--- config.mk ---
export PLATFORM = sky130hd
export DESIGN_NAME = age_oldest_select_flat
export DESIGN_NICKNAME = d
export VERILOG_FILES = /design/src/rtl/age_oldest_select_if.sv /design/src/rtl/age_oldest_select.sv /design/src/flat_wrapper.sv
export SDC_FILE = /design/constraint.sdc
export NUM_CORES = 1
export LEC_CHECK = 0
export CAP_MARGIN = 20
export CORE_MARGIN = 1
export CORE_UTILIZATION = 35
export CTS_BUF_LIST = sky130_fd_sc_hd__clkbuf_2 sky130_fd_sc_hd__clkbuf_4 sky130_fd_sc_hd__clkbuf_8
export CTS_CLUSTER_SIZE = 12
export DETAILED_ROUTE_END_ITERATION = 7
export SLEW_MARGIN = 15
export SYNTH_ARGS = -nofsm -noshare
export SYNTH_HDL_FRONTEND = slang
export SYNTH_SLANG_ARGS = --single-unit
--- constraint.sdc ---
create_clock -name clock -period 1.3 [get_ports clock]
set_input_delay 0.13 -clock clock [delete_from_list [all_inputs] [get_ports clock]]
set_output_delay 0.13 -clock clock [all_outputs]
set_load 0.02 [all_outputs]
--- src/rtl/age_oldest_select_if.sv ---
// Issue-queue age selection bundle: enqueue, dequeue,
// readiness and normal-select inputs, plus oldest/override results.
interface age_oldest_select_if #(
  parameter int NUM_ENTRY = 16,
  parameter int NUM_ENQ   = 2,
  parameter int NUM_SEL   = 2
);

  logic [NUM_ENQ-1:0]           io_enq_valid;
  logic [NUM_ENQ*NUM_ENTRY-1:0] io_enq_bits;
  logic [NUM_ENTRY-1:0]         io_deq_mask;
  logic                         io_flush;
  logic [NUM_ENTRY-1:0]         io_ready;
  logic [NUM_SEL-1:0]           io_in_valid;
  logic [NUM_SEL*NUM_ENTRY-1:0] io_in_bits;
  logic                         io_oldest_valid;
  logic [NUM_ENTRY-1:0]         io_oldest_bits;
  logic [NUM_SEL-1:0]           io_isOverrided;

  modport master (
    output io_enq_valid,
    output io_enq_bits,
    output io_deq_mask,
    output io_flush,
    output io_ready,
    output io_in_valid,
    output io_in_bits,
    input  io_oldest_valid,
    input  io_oldest_bits,
    input  io_isOverrided
  );

  modport slave (
    input  io_enq_valid,
    input  io_enq_bits,
    input  io_deq_mask,
    input  io_flush,
    input  io_ready,
    input  io_in_valid,
    input  io_in_bits,
    output io_oldest_valid,
    output io_oldest_bits,
    output io_isOverrided
  );

endinterface

--- src/rtl/age_oldest_select.sv ---
// Age-matrix oldest-ready picker for an issue queue; the
// registered pick can override the last normal select port.
module age_oldest_select #(
  parameter int NUM_ENTRY = 16,
  parameter int NUM_ENQ   = 2,
  parameter int NUM_SEL   = 2
) (
  input logic                clock,
  input logic                reset,
  age_oldest_select_if.slave io
);

  localparam int NE = NUM_ENTRY;

  logic [NE-1:0]           valid_q;
  logic [NE-1:0]           valid_d;
  logic [NE-1:0][NE-1:0]   age_q;
  logic [NE-1:0][NE-1:0]   age_d;
  logic [NE-1:0]           oldest_q;
  logic                    oldest_v_q;

  logic [NE-1:0]           enq_any;
  logic [NE-1:0][NUM_ENQ-1:0] pre;
  logic                    run;
  logic [NE-1:0]           rdy;
  logic [NE-1:0]           cand;
  logic                    cbit;
  logic                    match;
  logic                    old_vld;

  // pre[i] is a thermometer starting at the first port that
  // targets slot i; a strictly lower start means older.
  always_comb begin
    pre     = '0;
    enq_any = '0;
    run     = 1'b0;
    for (int i = 0; i < NE; i++) begin
      run = 1'b0;
      for (int k = 0; k < NUM_ENQ; k++) begin
        run = run
            | (io.io_enq_valid[k]
            & io.io_enq_bits[k*NE+i]);
        pre[i][k] = run;
      end
      enq_any[i] = run;
    end
  end

  always_comb begin
    age_d = age_q;
    for (int i = 0; i < NE; i++) begin
      for (int j = 0; j < NE; j++) begin
        if (i != j) begin
          if (enq_any[i] && enq_any[j]) begin
            age_d[i][j] = |(pre[i] & ~pre[j]);
          end else if (enq_any[j] && valid_q[i]) begin
            age_d[i][j] = 1'b1;
          end else if (enq_any[i] && valid_q[j]) begin
            age_d[i][j] = 1'b0;
          end
        end
      end
    end
  end

  assign valid_d = (valid_q & ~io.io_deq_mask)
                 | enq_any;

  assign rdy = io.io_ready
             & valid_q
             & ~io.io_deq_mask;

  always_comb begin
    cand = '0;
    cbit = 1'b0;
    for (int i = 0; i < NE; i++) begin
      cbit = rdy[i];
      for (int j = 0; j < NE; j++) begin
        if (i != j) begin
          cbit = cbit & (~rdy[j] | age_q[i][j]);
        end
      end
      cand[i] = cbit;
    end
  end

  always_comb begin
    match = 1'b0;
    for (int k = 0; k < NUM_SEL; k++) begin
      match = match
            | (io.io_in_valid[k]
            & |(io.io_in_bits[k*NE +: NE] & oldest_q));
    end
  end

  // A pick whose slot leaves this cycle is stale.
  assign old_vld = oldest_v_q
                 & ~|(oldest_q & io.io_deq_mask)
                 & ~io.io_flush;

  always_comb begin
    io.io_isOverrided = '0;
    io.io_isOverrided[NUM_SEL-1] = old_vld & ~match;
  end

  assign io.io_oldest_valid = old_vld;
  assign io.io_oldest_bits  = oldest_q;

  always_ff @(posedge clock) begin
    if (reset) begin
      valid_q    <= '0;
      age_q      <= '0;
      oldest_q   <= '0;
      oldest_v_q <= 1'b0;
    end else if (io.io_flush) begin
      valid_q    <= '0;
      oldest_v_q <= 1'b0;
    end else begin
      valid_q    <= valid_d;
      age_q      <= age_d;
      oldest_q   <= cand;
      oldest_v_q <= |rdy;
    end
  end

endmodule

--- src/flat_wrapper.sv ---
// flat-port wrapper written by rule: the top's interface ports become plain ports
module age_oldest_select_flat 
#(
  parameter int NUM_ENTRY = 16,
  parameter int NUM_ENQ   = 2,
  parameter int NUM_SEL   = 2
)
  (clock, reset, io_io_enq_valid, io_io_enq_bits, io_io_deq_mask, io_io_flush, io_io_ready, io_io_in_valid, io_io_in_bits, io_io_oldest_valid, io_io_oldest_bits, io_io_isOverrided);
  age_oldest_select_if #(.NUM_ENTRY(NUM_ENTRY), .NUM_ENQ(NUM_ENQ), .NUM_SEL(NUM_SEL)) io_i ();
  input logic clock;
  input logic reset;
  input wire logic [$bits(io_i.io_enq_valid)-1:0] io_io_enq_valid;
  input wire logic [$bits(io_i.io_enq_bits)-1:0] io_io_enq_bits;
  input wire logic [$bits(io_i.io_deq_mask)-1:0] io_io_deq_mask;
  input wire logic [$bits(io_i.io_flush)-1:0] io_io_flush;
  input wire logic [$bits(io_i.io_ready)-1:0] io_io_ready;
  input wire logic [$bits(io_i.io_in_valid)-1:0] io_io_in_valid;
  input wire logic [$bits(io_i.io_in_bits)-1:0] io_io_in_bits;
  output wire logic [$bits(io_i.io_oldest_valid)-1:0] io_io_oldest_valid;
  output wire logic [$bits(io_i.io_oldest_bits)-1:0] io_io_oldest_bits;
  output wire logic [$bits(io_i.io_isOverrided)-1:0] io_io_isOverrided;
  assign io_i.io_enq_valid = io_io_enq_valid;
  assign io_i.io_enq_bits = io_io_enq_bits;
  assign io_i.io_deq_mask = io_io_deq_mask;
  assign io_i.io_flush = io_io_flush;
  assign io_i.io_ready = io_io_ready;
  assign io_i.io_in_valid = io_io_in_valid;
  assign io_i.io_in_bits = io_io_in_bits;
  assign io_io_oldest_valid = io_i.io_oldest_valid;
  assign io_io_oldest_bits = io_i.io_oldest_bits;
  assign io_io_isOverrided = io_i.io_isOverrided;
  age_oldest_select #(.NUM_ENTRY(NUM_ENTRY), .NUM_ENQ(NUM_ENQ), .NUM_SEL(NUM_SEL)) u_core (.clock(clock), .reset(reset), .io(io_i));
endmodule
# Word-level counts from Yosys, hierarchy flattened

Index checks and enable logic that the tools add are counted.

Output and inout bits: 19
Input port bits: 103
Flip-flop bits (word level): 273
Word-level logic and storage cells: 2625

Reduce and logical (&&, ||, !) cells: 846
Bitwise operators: 816
Multiplexer cells: 720

Operators by type and width:

| operator            | count |
|---|---|
| 2-to-1 mux 1 bit    | 720 |
| OR reduction 2 bit  | 241 |
| bitwise AND 2 bit   | 240 |
| logical AND 1 bit   | 360 |
| nonzero test 3 bit  | 120 |
| bitwise AND 1 bit   | 277 |
| bitwise OR 1 bit    | 257 |
| AND reduction 2 bit | 120 |
| bitwise AND 16 bit  | 6 |
| OR reduction 16 bit | 4 |
| inverter 2 bit      | 16 |
| inverter 1 bit      | 18 |
| inverter 16 bit     | 1 |
| bitwise OR 16 bit   | 1 |
| logical NOT 1 bit   | 1 |

# Depth between registers and ports, before layout

Gate-level depths: netlist of run 1.

Depth after elaboration: 19
Gate-level depth with buffers: 9
Gate-level depth less buffers: 5

# Least setup slack after synthesis of run 1

OpenSTA, ideal clock, no wires.

Path kind: register to output
Start point: reg u_core.oldest_q[4] (netlist: u_core.io.io_oldest_bits[4])
End point: out io_io_isOverrided[1]
Setup slack: -403 ps
Required time: 1170 ps
Stages on the path, launching flop included: 6
Buffers on the path: 0
Arrival: 1573 ps
Path through: dfxtp_1 > a22o_1 > a221oi_1 > nand4_1 > nor2_1 > and3_1

Word-level cells in the longest chain between the ends: 6
Elaborated cells between the ends (all ways): 14
Classes of those cells: 10 x bitwise; 4 x reduce/logical

RTL lines:

| element                      | line                     | source |
|---|---|---|
| from (decl)                  | age_oldest_select.sv:19  | `logic [NE-1:0] oldest_q;` |
| from (signal assigned)       | age_oldest_select.sv:121 | `oldest_q <= cand;` |
| bitwise AND 16 bit           | age_oldest_select.sv:98  | `& ~\|(oldest_q & io.io_deq_mask)` |
| OR reduction 16 bit          | age_oldest_select.sv:98  |  |
| logical NOT 1 bit            | age_oldest_select.sv:98  |  |
| bitwise AND 1 bit            | age_oldest_select.sv:98  |  |
| bitwise AND 1 bit            | age_oldest_select.sv:99  | `& ~io.io_flush;` |
| named net io_io_oldest_valid | flat_wrapper.sv:19       | `output wire logic [$bits(io_i.io_oldest_valid)-1:0] io_io_oldest_valid;` |
| bitwise AND 1 bit            | age_oldest_select.sv:103 | `io.io_isOverrided[NUM_SEL-1] = old_vld & ~match;` |
| to (decl)                    | flat_wrapper.sv:21       | `output wire logic [$bits(io_i.io_isOverrided)-1:0] io_io_isOverrided;` |

The timed path passes the listed nets, and every way through them passes these cells.

# Final worst setup path of run 1

Start point: reg u_core.oldest_q[0] (netlist: u_core.io.io_oldest_bits[0])
End point: out io_io_isOverrided[1]

Word-level cells in the longest chain between the ends: 6
Elaborated cells between the ends (all ways): 14
Classes of those cells: 10 x bitwise; 4 x reduce/logical

RTL lines:

| element                                                       | line |
|---|---|
| bitwise AND 16 bit, on equally long branches                  | age_oldest_select.sv:98, age_oldest_select.sv:92 |
| OR reduction 16 bit, on equally long branches                 | age_oldest_select.sv:98, age_oldest_select.sv:92 |
| logical NOT 1 bit / bitwise AND 1 bit (equally long branches) | age_oldest_select.sv:98, age_oldest_select.sv:92 |
| bitwise AND 1 bit / bitwise OR 1 bit (equally long branches)  | age_oldest_select.sv:98, age_oldest_select.sv:91 |
| bitwise AND 1 bit / inverter 1 bit (equally long branches)    | age_oldest_select.sv:99, age_oldest_select.sv:103 |
| bitwise AND 1 bit (*)                                         | age_oldest_select.sv:103 |

Every way passes the cells marked *; elsewhere a longest branch is shown, timed or not.

==> impl_metrics.py, run 1 <==
metrics = {
    "critical_path": {
        "critPathTopFamily": "compound AO/OA/AOI/OAI gates",
        "rr_endpoint": "u_core.io.io_oldest_bits[0]",
        "cp_slowest_stage_delay_ps": 330,
        "path_depth": 6,
        "critPathKind": "reg2out",
        "required_ps": 1170,
        "startpoint": "u_core.io.io_oldest_bits[0]",
        "crit_fanout": 2,
        "ff2ff_setup_slack_ps": -390,
        "rr_worst_depth": 7,
        "critPathLaunchType": "flip-flop",
        "critPathSlowestCell": "dfxtp_2",
        "endpoint": "io_io_isOverrided[1]",
        "crit_path_cell_trace": "a22o_1, a221oi_2, nand3_1, o21ai_1, and3_4, buf_6",
        "regToRegStartpoint": "u_core.valid_q[3]",
        "critPathCaptureType": "output port",
        "critical_path_buf_inv_count": 1,
        "cp.arrival_ps": 2020,
    },
    "power": {
        "vdd_drop_max_v": 0.000684,
        "fin_total_pwr_mw": 24.4,
        "p_leak_nw": 8.88,
        "cellPowerDensity_nw_per_um2": 990,
    },
    "grt": {
        "grt_pass1_vias": 18600,
        "grt.overflow.total": 0,
        "grt_usage": 0.367,
        "grt_max_degree": 63,
        "grt_first_pass_wirelength_um": 127000,
        "antenna_found_initial": 2,
    },
    "cells_and_area": {
        "drive_gt1_frac": 0.401,
        "n_fill_cell": 4006,
        "final_cell_mix": "nor2_1, o22ai_1, dfxtp_1",
        "finish.utilization": 0.544,
        "fin_area_um2": 24600,
        "final_common_cell": "nor2_1",
        "syn2layout_area_growth_pct": 53.6,
        "final_nets": 2426,
    },
    "outcome": {
        "status": "finished, violations left",
        "violations": "setup timing",
    },
    "logic_synthesis": {
        "syn_area_per_cell_um2": 8.22,
        "yosys-top-cells-area": "dfxtp_1, o22ai_1, mux2i_1",
        "synth_edf_count": 0,
        "synth_area_um2": 16000,
        "synth_fp_nets": 2055,
        "synthFlopType": "dfxtp_1",
        "yosysWarnings": 0,
        "synth_top_area_share": 0.341,
        "ys_ff_latch": 273,
        "synth.distinct_cells": 40,
        "async_reset_ff_frac": 0,
        "ys_seq_area_frac": 0.341,
        "synthCells": 1952,
        "synth_top_area_cell": "dfxtp_1",
    },
    "sta": {
        "period_share": 1.65,
        "tightest_slew_ps": 527,
        "setup-tns-final_ps": -52640,
        "fmax_mhz": 466,
        "setup_ws_ps": -846,
        "slew_viol_final": 0,
        "finalClockSkew_ps": 14.5,
        "layout_min_cycle_time_ps": 2150,
        "setup_viol": 269,
        "slew-limit-headroom": 0.647,
        "rsz0062_at_grt": "yes",
        "hold_viol": 0,
    },
    "routing": {
        "drt-initial-drc-count": 2989,
        "firstDrtPassIters": 6,
        "via_per_inst": 6.66,
        "routed_wl_um": 89600,
        "post_drt_wl_per_cell_um": 30.2,
        "via_count": 19700,
        "drc": 0,
        "drtAntennaViolNets": 0,
    },
    "floorplan": {
        "start_util": 0.354,
        "ios": 122,
        "die_area_um2": 46700,
        "die_w_um": 216,
        "row_count": 78,
        "chipHeight_um": 216,
        "core_area_um2": 45300,
    },
    "place": {
        "dp_hpwl_um": 59000,
        "place_area_um2": 21400,
        "place_congestion": 1.03,
        "io_buffer_count": 120,
    },
    "clock_tree": {
        "insertion_delay_ps": 660,
        "cts_buffers": 50,
        "cts_tree": "yes",
        "h-tree-depth": 2,
        "clock-sinks": 273,
        "cts_buffer_depth": 3,
        "clkTransAtPathRegs_ps": 70,
        "cts-root-buf": "clkbuf_8",
    },
    "job": {
        "maxCapViolations": 0,
    },
    "worst_hold_path": {
        "hold_path.class": "in2reg",
    },
}
==> synthesized netlist by cell type, drive strengths merged (2+ instances only) <==
cell and n:
nor2 427, o22ai 307, dfxtp 273, mux2i 174, a22oi 150, buf 139
nand3 87, clkbuf 86, nand2 52, nor3 42, a311oi 39, a21oi 33
nand3b 29, nand4 23, a22o 20, nand2b 19, nor4 16, a221o 13
a31oi 6, o21a 6, a221oi 4, o21ai 2
==> flip-flops by register name (all words and copies together), names as in the netlist <==
signal and flops:
u_core.io.io_oldest_bits 16, u_core.valid_q 16, u_core.age_q 240, u_core.oldest_v_q 1
==> final cells by class <==
| type | instances | area (um2) | area share |
|---|---|---|---|
| antenna | 1 | 2.50 | 0.000102 |
| clock buffer | 74 | 937 | 0.0380 |
| clock inverter | 15 | 134 | 0.00543 |
| multi-input combinational | 1454 | 10800 | 0.437 |
| sequential | 273 | 5540 | 0.225 |
| tap | 600 | 751 | 0.0305 |
| timing repair buffer | 544 | 6510 | 0.264 |
==> per-stage QoR <==
stage | worst slack (ps) | cells | hold slack (ps)
6_report | -846 | 2961 | 65.0
5_1_grt | -914 | 2960 | 77.8
4_1_cts | -841 | 2941 | 33.9
3_5_place_dp | -992 | 2810 | 464
3_3_place_gp | -1020 | 2810 | 462
2_1_floorplan | -167 | 1952 | 304
==> power breakdown <==
part           internal, mW  switching (mW)
logic                  2.79            3.62
registers              8.57           0.238
clock network          5.01            4.16
==> how the worst min path moves through the flow <==
stage / startpoint / endpoint / slack (ps) / cells past startpoint
floorplan: io_io_deq_mask[0] / u_core.valid_q[0] / 300 / 2
global placement: u_core.age_q[145] / u_core.age_q[145] / 460 / 1
detailed placement: u_core.age_q[145] / u_core.age_q[145] / 460 / 1
CTS: io_io_flush / u_core.io.io_oldest_bits[3] / 30 / 5
global route: io_io_enq_valid[0] / u_core.age_q[217] / 80 / 4
finish: io_io_enq_valid[0] / u_core.age_q[243] / 70 / 4
==> worst register-to-register path: stages, from the launching register on <==
cell,delay (ps)
dfxtp_2,320
nand3b_1,160
buf_6,150
clkbuf_16,180
o22ai_2,90
nor4_2,130
nand4_1,370
a21oi_1,230
==> cells by family after synthesis <==
family | count (synthesis) | synth area share
AO/OA/AOI/OAI | 581 | 0.270
buffers and inverters | 225 | 0.0843
flip-flops | 273 | 0.341
multiplexers | 174 | 0.109
other | 1 | 0.000234
AND/OR/NAND/NOR | 698 | 0.196
==> per-layer routing <==
| layer | wire, um | GRT usage | vias to the layer above |
|---|---|---|---|
| li1 | - | - | 8092 |
| met1 | 32400 | 0.455 | 9389 |
| met2 | 37000 | 0.530 | 1747 |
| met3 | 12700 | 0.124 | 478 |
| met4 | 7510 | 0.258 | 4 |
| met5 | 32 | 0 | - |
==> repair_timing <==
action                     4_1_cts  5_1_grt
pin swaps                      117       66
gates resized for setup        379       79
gates cloned                     9        3
hold buffers                     1        0
setup endpoints to repair      269      273
setup buffers                   34       23
hold endpoints to repair        10        0
No activity file was read; power rests on OpenSTA's default activity.
==> run 2: changes to the inputs <==
--- a/config.mk
+++ b/config.mk
@@ -6,7 +6,7 @@
 export NUM_CORES = 1
 export LEC_CHECK = 0
 export CAP_MARGIN = 20
-export CORE_MARGIN = 1
+export CORE_MARGIN = 2
 export CORE_UTILIZATION = 35
 export CTS_BUF_LIST = sky130_fd_sc_hd__clkbuf_2 sky130_fd_sc_hd__clkbuf_4 sky130_fd_sc_hd__clkbuf_8
 export CTS_CLUSTER_SIZE = 12
==> run 2 against run 1 <==
The flow still finishes with violations (setup timing). Sequential power barely moved. Non-clock buffer count rose by 20. Hold slack improved by 16 ps.
==> impl_metrics.py, run 2 (synthesized netlist as in run 1, its figures left out) <==
metrics = {
    "sta": {
        "setup_viol": 269,
        "fmax_mhz": 458,
        "layout_min_cycle_time_ps": 2180,
        "slew_viol_final": 0,
        "tightest_slew_ps": 504,
        "hold_viol": 0,
        "rsz0062_at_grt": "yes",
        "period_share": 1.68,
        "finalClockSkew_ps": 32.0,
        "setup_ws_ps": -884,
        "slew-limit-headroom": 0.664,
    },
    "grt": {
        "antenna_found_initial": 0,
        "grt_usage": 0.353,
        "grt_pass1_vias": 18900,
        "grt_first_pass_wirelength_um": 124000,
        "grt.busiest_layer": "met2",
        "grt_use_met2": 0.510,
        "grt.overflow.total": 0,
        "grt_use_met1": 0.435,
        "grt_max_degree": 74,
        "grt_use_met3": 0.121,
    },
    "place": {
        "dp_cells": 2831,
        "io_buffer_count": 120,
        "dp_hpwl_um": 58600,
        "place_area_um2": 21400,
        "place_congestion": 1.03,
        "dp_slack_ps": -971,
    },
    "cells_and_area": {
        "syn2layout_area_growth_pct": 53.4,
        "largest_register_ffs": 240,
        "n_fill_cell": 3973,
        "drive_gt1_frac": 0.416,
        "final_common_cell": "nor2_1",
        "finish.utilization": 0.543,
        "final_nets": 2446,
        "fin_area_um2": 24600,
        "num_antenna_cells": 0,
        "final_cells": 2983,
        "top_register": "u_core.age_q",
        "final_cell_mix": "nor2_1, o22ai_1, buf_4",
    },
    "critical_path": {
        "regToRegStartpoint": "u_core.valid_q[0]",
        "critPathLaunchType": "flip-flop",
        "ff2ff_setup_slack_ps": -420,
        "cp.arrival_ps": 2050,
        "rr_endpoint": "u_core.age_q[240]",
        "critPathKind": "reg2out",
        "crit_fanout": 3,
        "rr_worst_depth": 8,
        "critPathCaptureType": "output port",
        "required_ps": 1170,
    },
    "clock_tree": {
        "cts_buffers": 50,
        "cts_buffer_depth": 3,
        "clock-sinks": 273,
        "clkTransAtPathRegs_ps": 70,
        "cts-root-buf": "clkbuf_8",
        "h-tree-depth": 2,
        "cts_tree": "yes",
        "insertion_delay_ps": 680,
    },
    "routing": {
        "via_per_inst": 6.58,
        "drtAntennaViolNets": 0,
        "drc": 0,
        "firstDrtPassIters": 7,
        "routed_wl_um": 87400,
        "via_count": 19600,
        "post_drt_wl_per_cell_um": 29.3,
        "drt-initial-drc-count": 3077,
    },
    "floorplan": {
        "ios": 122,
        "core_area_um2": 45300,
        "start_util": 0.354,
        "row_count": 78,
        "die_area_um2": 47600,
        "die_w_um": 218,
        "chipHeight_um": 218,
    },
    "job": {
        "maxCapViolations": 0,
    },
    "worst_hold_path": {
        "hold_path.class": "in2reg",
        "min_path_cells": 4,
        "min_to": "u_core.age_q[195]",
        "hp-start": "io_io_enq_valid[0]",
    },
    "power": {
        "p_leak_nw": 8.89,
        "cellPowerDensity_nw_per_um2": 980,
        "vdd_drop_max_v": 0.000681,
    },
    "outcome": {
        "violations": "setup timing",
        "status": "finished, violations left",
    },
}
## run 2: changes by cell type in the layout (fill, tap and decap cells not counted), moves of 5 or more
cell      previous run  this run
a311oi_1            28        19
a311oi_2            11        20
buf_12             127       110
buf_4              218       255
clkbuf_4            13        20
dfxtp_2             16        11
dfxtp_4             14        19
nor2_1             292       283
nor2_4              15        23
## run 2: layout make-up
cell class              count  area, um2  area share
clock buffers              83       1020      0.0414
well taps                 600        751      0.0305
clock inverters             9       53.8     0.00219
multi-input cells        1454      10900       0.442
flip-flops and latches    273       5550       0.226
repair buffers            564       6350       0.258
## run 2: how the worst max path moves through the flow
stage	startpoint	to	slack [ps]	cells past startpoint
after floorplan	u_core.io.io_oldest_bits[4]	io_io_isOverrided[1]	-170	5
after global placement	io_io_in_bits[16]	io_io_isOverrided[1]	-970	7
after detailed placement	io_io_in_bits[16]	io_io_isOverrided[1]	-970	7
after CTS	u_core.io.io_oldest_bits[4]	io_io_isOverrided[1]	-850	6
after global routing	u_core.io.io_oldest_bits[10]	io_io_isOverrided[1]	-970	6
final	u_core.io.io_oldest_bits[4]	io_io_isOverrided[1]	-880	6
## run 2: critical path, stage by stage (launching register included)
cell and delay (ps):
dfxtp_4 360, a22o_1 220, a221oi_2 190, nand4_1 180
nor2_4 150, and3_4 190, buf_6 110
## run 2: per-layer routing
metal	part of all wire	wire length, um
met1	0.36	31600
met2	0.41	35500
met3	0.14	12600
met4	0.088	7730
met5	0	0
## run 2: metrics by stage
stage | hold WS [ps] | setup TNS (ps) | total power [mW]
3_3_place_gp | 472 | -133340 | 14.4
5_1_grt | 89.6 | -66240 | 24.6
3_5_place_dp | 458 | -138800 | 14.5
6_report | 80.9 | -58560 | 24.1
2_1_floorplan | 304 | -13320 | 12.0
4_1_cts | 75.9 | -52120 | 23.6
## run 2: repair_timing
action,4_1_cts,5_1_grt
cloned,6,1
setup endpoints to repair,270,273
hold endpoints to repair,14,0
hold buffers,2,0
pin swaps,101,70
resized for setup,377,101
setup buffers,41,16
## run 2: where the power goes
group	switching, mW	total (mW)	internal (mW)
Sequential	0.234	8.80	8.57
Combinational	3.59	6.35	2.76
Clock	4.04	8.97	4.93
